**src/rtl/onehot_decode_seq.sv**
```systemverilog
// Registered one-hot decoder with an internal index register that can follow the
// input directly, scan up or down with a programmable dwell per step, or hold.
module onehot_decode_seq #(
    parameter int SEL_W = 3,
    parameter int DWELL = 4
) (
    input  logic                  clk,
    input  logic                  rst,
    input  logic                  en,
    input  logic [1:0]            mode,
    input  logic                  load,
    input  logic [SEL_W-1:0]      in,
    output logic [(1<<SEL_W)-1:0] out,
    output logic [SEL_W-1:0]      idx,
    output logic                  valid,
    output logic                  wrap
);

    localparam int OUT_W = 1 << SEL_W;
    localparam int CNT_W = (DWELL > 1) ? $clog2(DWELL) : 1;
    localparam logic [CNT_W-1:0] DWELL_LAST = CNT_W'(DWELL - 1);
    localparam logic [SEL_W-1:0] IDX_MAX    = '1;

    typedef enum logic [1:0] {
        M_DECODE = 2'b00,
        M_UP     = 2'b01,
        M_DOWN   = 2'b10,
        M_HOLD   = 2'b11
    } mode_e;

    mode_e            mode_in;
    mode_e            mode_q, mode_d;
    logic [SEL_W-1:0] idx_q, idx_d;
    logic [CNT_W-1:0] dwell_q, dwell_d;
    logic [OUT_W-1:0] out_q, out_d;
    logic             valid_q, valid_d;
    logic             wrap_q, wrap_d;
    logic             restart;

    assign mode_in = mode_e'(mode);
    // A mode change, or the first enabled edge after a disabled one, starts a
    // fresh full dwell on the current index instead of stepping.
    assign restart = (mode_in != mode_q) || !valid_q;

    always_comb begin
        idx_d   = idx_q;
        dwell_d = dwell_q;
        out_d   = '0;
        valid_d = 1'b0;
        wrap_d  = 1'b0;
        mode_d  = mode_in;

        if (!en) begin
            dwell_d = '0;
        end else begin
            valid_d = 1'b1;
            case (mode_in)
                M_DECODE: begin
                    idx_d   = in;
                    dwell_d = '0;
                end
                M_UP, M_DOWN: begin
                    if (load) begin
                        idx_d   = in;
                        dwell_d = '0;
                    end else if (restart) begin
                        dwell_d = '0;
                    end else if (dwell_q == DWELL_LAST) begin
                        dwell_d = '0;
                        if (mode_in == M_UP) begin
                            idx_d  = idx_q + SEL_W'(1);
                            wrap_d = (idx_q == IDX_MAX);
                        end else begin
                            idx_d  = idx_q - SEL_W'(1);
                            wrap_d = (idx_q == '0);
                        end
                    end else begin
                        dwell_d = dwell_q + CNT_W'(1);
                    end
                end
                M_HOLD: begin
                    if (load) begin
                        idx_d = in;
                    end
                    if (mode_in != mode_q) begin
                        dwell_d = '0;
                    end
                end
                default: begin
                    idx_d = idx_q;
                end
            endcase
            out_d = OUT_W'(1) << idx_d;
        end
    end

    always_ff @(posedge clk) begin
        if (rst) begin
            mode_q  <= M_DECODE;
            idx_q   <= '0;
            dwell_q <= '0;
            out_q   <= '0;
            valid_q <= 1'b0;
            wrap_q  <= 1'b0;
        end else begin
            mode_q  <= mode_d;
            idx_q   <= idx_d;
            dwell_q <= dwell_d;
            out_q   <= out_d;
            valid_q <= valid_d;
            wrap_q  <= wrap_d;
        end
    end

    assign out   = out_q;
    assign idx   = idx_q;
    assign valid = valid_q;
    assign wrap  = wrap_q;

endmodule

```
**config.mk**
```make
export PLATFORM = sky130hd
export DESIGN_NAME = onehot_decode_seq
export DESIGN_NICKNAME = d
export VERILOG_FILES = /design/src/rtl/onehot_decode_seq.sv
export SDC_FILE = /design/constraint.sdc
export NUM_CORES = 1
export LEC_CHECK = 0
export ABC_CLOCK_PERIOD_IN_PS = 2700
export BUFFER_PORTS_ARGS = -buffer_cell sky130_fd_sc_hd__buf_2
export CORE_MARGIN = 4
export CORE_UTILIZATION = 51
export CTS_CLUSTER_DIAMETER = 80
export DETAILED_ROUTE_END_ITERATION = 8
export HOLD_SLACK_MARGIN = 0.15
export PLACE_DENSITY = 0.76
export SLEW_MARGIN = 20
export SYNTH_ARGS = -nofsm -noshare
export SYNTH_HDL_FRONTEND = slang
export SYNTH_SLANG_ARGS = --single-unit
```
**constraint.sdc**
```tcl
create_clock -name clk -period 2.7 [get_ports clk]
set_input_delay 0.54 -clock clk [delete_from_list [all_inputs] [get_ports clk]]
set_output_delay 0.54 -clock clk [all_outputs]
set_load 0.01 [all_outputs]
```
== Yosys cells after proc, flatten, opt, wreduce, memory -nomap -nowiden ==
Index checks and enable logic that the tools add are counted.

* Register bits: 17
* Latch bits: 0
* Bits in writable memories: 0
* Bits in read-only memories: 0
* Bits of input ports: 9
* Output and inout bits: 13
* Memories: 0

* Add/subtract/negate cells: 3
* $mul: 0
* Divide/modulo/power cells: 0
* Order comparisons: 0
* Equality and inequality tests: 7
* Shifts and indexed selects: 1
* Muxes and demuxes: 14
* Bitwise gates (word level): 3
* Reduce and logical (&&, ||, !) cells: 7

{| class="wikitable"
|+ Operator list
! kind !! count
|-
| 3-bit two-way mux || 6
|-
| 3-bit case mux with 3 select lines || 1
|-
| 2-bit two-way mux || 4
|-
| 1-bit by 3-bit << shifter with 8-bit output (first input constant) || 1
|-
| 2-bit equality test (second input constant) || 3
|-
| 2-bit case mux with 3 select lines || 1
|-
| 6-bit OR reduction || 1
|-
| 2-bit OR reduction || 2
|-
| 3-bit by 1-bit adder with 3-bit output (second input constant) || 1
|-
| 3-bit equality test (second input constant) || 1
|-
| 3-bit zero test || 1
|-
| 1-bit NOT || 3
|-
| 3-bit by 1-bit subtractor with 3-bit output (second input constant) || 1
|-
| 2-bit by 1-bit adder with 2-bit output (second input constant) || 1
|-
| 2-bit by 1-bit equality test with 1-bit output (second input constant) || 1
|-
| 2-bit zero test || 1
|-
| 1-bit two-way mux || 2
|-
| 2-bit != test || 1
|-
| 2-bit != test (second input constant) || 1
|-
| 1-bit zero test || 1
|-
| 1-bit logical OR || 1
|}

== Logic depth before layout (Yosys ltp) ==
* Word-level depth: 8
* Depth in mapped cells: 8
* Mapped depth without buffers: 8

== Worst setup path after synthesis ==
No wires, ideal clock.

* Path type: input-to-reg
* Start: in mode[1]
* End: reg out_q[0] (netlist: out[0])
* Data arrival time: 1.987 ns
* Data required time: 2.569 ns
* Setup slack: 0.581 ns
* Cell stages on the path: 8
* Path through: inv_1 -> ha_1 -> fa_1 -> xnor2_1 -> nor4_4 -> mux2i_1 -> a32oi_1 -> nor3_1

* Cells in the longest elaborated chain, start to end: 8

{| class="wikitable"
|+ Ends and longest elaborated chain
! what !! line !! text
|-
| start, declared || 10 || <nowiki>input logic [1:0] mode,</nowiki>
|-
| 2-bit by 1-bit equality test with 1-bit output || 57, 70 ||
|-
| 3-bit two-way mux || 70 || <nowiki>if (mode_in == M_UP) begin</nowiki>
|-
| 3-bit two-way mux || 68 || <nowiki>end else if (dwell_q == DWELL_LAST) begin</nowiki>
|-
| 3-bit two-way mux || 66 || <nowiki>end else if (restart) begin</nowiki>
|-
| 3-bit two-way mux || 63 || <nowiki>if (load) begin</nowiki>
|-
| 3-bit case mux with 3 select lines * || 57 || <nowiki>case (mode_in)</nowiki>
|-
| 3-bit two-way mux * || 53 || <nowiki>if (!en) begin</nowiki>
|-
| 1-bit by 3-bit << shifter with 8-bit output * || 93 || <nowiki>out_d = OUT_W'(1) << idx_d;</nowiki>
|-
| end signal, assigned || 109 || <nowiki>out_q <= out_d;</nowiki>
|-
| end, declared || 35 || <nowiki>logic [OUT_W-1:0] out_q, out_d;</nowiki>
|}

Every way passes the cells marked *; elsewhere a longest branch is shown, timed or not. The select of a mux whose other input is x is not followed.
A chain may end at the register's enable or synchronous reset.

== Worst setup path after layout ==
* Start: in mode[1]
* End: reg out_q[3] (netlist: out[3])

The elaborated chain is that of the path after synthesis.

==> metrics.cfg <==
[sta]
skew_ps = 0.945
finalCritPeriodShare_pct = 80.1
finalSetupTns_ps = 0
maxSlewViolCount = 0
rsz0062_at_grt = no
setup_viol = 0
hold_violations = 0
post-route-min-period_ps = 2160
tightest_slew_ps = 542
relSlewSlack_pct = 63.5
maxClockFrequency_mhz = 462

[yosys]
syn-mean-instance-area_um2 = 8.76
ys_top_cells_by_area = dfxtp_1 37%, ha_1 5.4%, nor2_1 4.4%
ys_warn_count = 0
yosys-top-cells-count = 17 x dfxtp_1, 11 x nor2_1, 9 x nand2_1, 8 x nor3_1
synth_edf_count = 0
yosys.area.top_type = dfxtp_1
synthDistinctLibCells = 39
async_reset_ff_share_pct = 0
synthesis.area_um2 = 928
synth_top_area_share_pct = 36.7
yosysMostFrequentCell = dfxtp_1
synth_seq_cells = 17
ys.flop_type = dfxtp_1
yosysSeqAreaShare_pct = 36.7
syn_nets = 120
netlist_instances = 106

[clock_tree]
postCtsSetupRepairBufs = 0
clockRootBuffer = clkbuf_4
path_clk_slew_ps = 100
cts-buffers-inserted = 3
cts_hold_buffers = 0
cts_tree = yes
clock-sinks = 17
cts_buffer_depth = 2
clk-insertion-delay-late_ps = 280
cts-resized-gates = 0
htreeDepth = 1

[global_route]
grt_pass1_wl_mm = 3.68
grt_use_total_pct = 18.8
antenna_found_initial = 0
overflow = 0
grt_start_max_net_pins = 11
grt_pass1_vias = 881

[floorplanning]
die_x_um = 50.7
io_pins = 22
die_area_um2 = 2570
rows = 15
start_util_pct = 53.8
die_h_um = 50.7
coreArea_um2 = 1730

[pwr]
ir_drop_v = 0.000325
power.density_nw_per_um2 = 469
leakage_nw = 0.449

[route]
viasPerCell = 5.76
firstDrtPassIters = 4
wl_mm = 2.17
final_antenna_net_count = 0
drt-initial-drc-count = 43
via_count = 887
drcViolationCount = 0
detail_route.wl_per_cell_um = 14.1

[setup_path]
max_stage_delay_ps = 390
worst_setup_path_start_kind = input port
worstSetupPathType = input port to flip-flop
crit_path_top_delay_cell = fa_1
critPathCaptureType = flip-flop
critPathRequiredTime_ps = 2910
cp_max_fo = 4
path_cells = buf_2 > inv_1 > ha_1 > fa_1 > xnor2_1 > nor4_4 > mux2i_1 > a32oi_1 > nor3_1
cp_data_arrival_time_ps = 2370
r2r_slack_ps = 550

[placement]
dp_hpwl_mm = 1.70
portBuffers = 21
finalWeightedCongestion = 0.856

[finish]
drive_gt1_share_pct = 24.8
fin_util_pct = 62.8
final_nets = 144
diodes = 0
area_delta_synth_final_pct = 16.7

[job]
cap_viol_max_count = 0

[run_status]
status = finished, final reports clean

[worst_hold_path]
hold_class = input port to flip-flop

-- logic make-up after synthesis --
family                   after synthesis  synth area share [%]
AND/OR/NAND/NOR                       47                  28.0
AO/OA/AOI/OAI                         22                  17.4
buffers and inverters                  8                  3.37
adder cells (fa/ha/maj)                5                  7.55
flip-flops                            17                  36.7
multiplexers                           3                  3.23
XOR/XNOR                               4                  3.77
-- layout make-up --
cell class / count / area [µm²]
fillers: 166 / 643
multi-input cells: 81 / 557
flip-flops and latches: 17 / 340
repair buffers: 21 / 105
well taps: 25 / 31.3
clock buffers: 3 / 22.5
inverters: 6 / 22.5
clock inverters: 1 / 5.00
-- critical path: cells and delay by family --
kind / cells / cell delay, ps
adder cells (fa/ha/maj): 2 / 630
AND/OR/NAND/NOR: 2 / 470
multiplexers: 1 / 270
buffers and inverters: 2 / 180
XOR/XNOR: 1 / 160
AO/OA/AOI/OAI: 1 / 130
-- layout by cell type (no fill, tap or decap), types with 4 or more instances in the layout --
cell,n
nand2_1,9
buf_2,21
ha_1,4
nor2_1,11
dfxtp_1,17
nor3_1,8
o21ai_0,6
inv_1,6
-- per-layer routing --
| metal | vias to the layer above | share of wire (%) | wire length [µm] | GRT usage, % |
|---|---|---|---|---|
| met2 | 44 | 47 | 1010 | 30.7 |
| met3 | 12 | 6.6 | 144 | 3.86 |
| li1 | 425 | - | - | - |
| met5 | - | 0 | 0 | 0 |
| met4 | 0 | 3.0 | 66 | 8.52 |
| met1 | 406 | 44 | 948 | 23.6 |
-- state kept, by name, summed over array words and instances (netlist names) --
signal and count:
wrap 1, dwell_q 2, idx 3, mode_q 2
valid 1, out 8
-- through the flow --
step                cell area [µm²]  power, mW  hold slack (ps)  worst slack (ps)  std cells
finish                         1080      0.508              479               536        154
global route                   1080      0.541              481               416        154
CTS                            1080      0.511              483               562        154
detailed placement             1060      0.377              508               254        150
global placement               1060      0.374              479               328        150
floorplan                       928      0.344              461               581        106
-- path summary, 6_finish.rpt --
path | from | endpoint | cells after the start
min reg2reg | valid$_SDFF_PP0_ | wrap$_SDFF_PP0_ | 2
min | rst | idx[0]$_SDFFE_PP0P_ | 2
max | mode[1] | out[3]$_SDFF_PP0_ | 9
max reg2reg | idx[0]$_SDFFE_PP0P_ | out[3]$_SDFF_PP0_ | 7
-- report_power, final --
| group | switching (mW) | total (mW) | internal (mW) |
|---|---|---|---|
| registers | 0.00825 | 0.268 | 0.260 |
| clock network | 0.0791 | 0.134 | 0.0550 |
| logic | 0.0660 | 0.106 | 0.0402 |
| total | 0.153 | 0.508 | 0.355 |
Note: power is estimated with default switching activity, not from simulation.
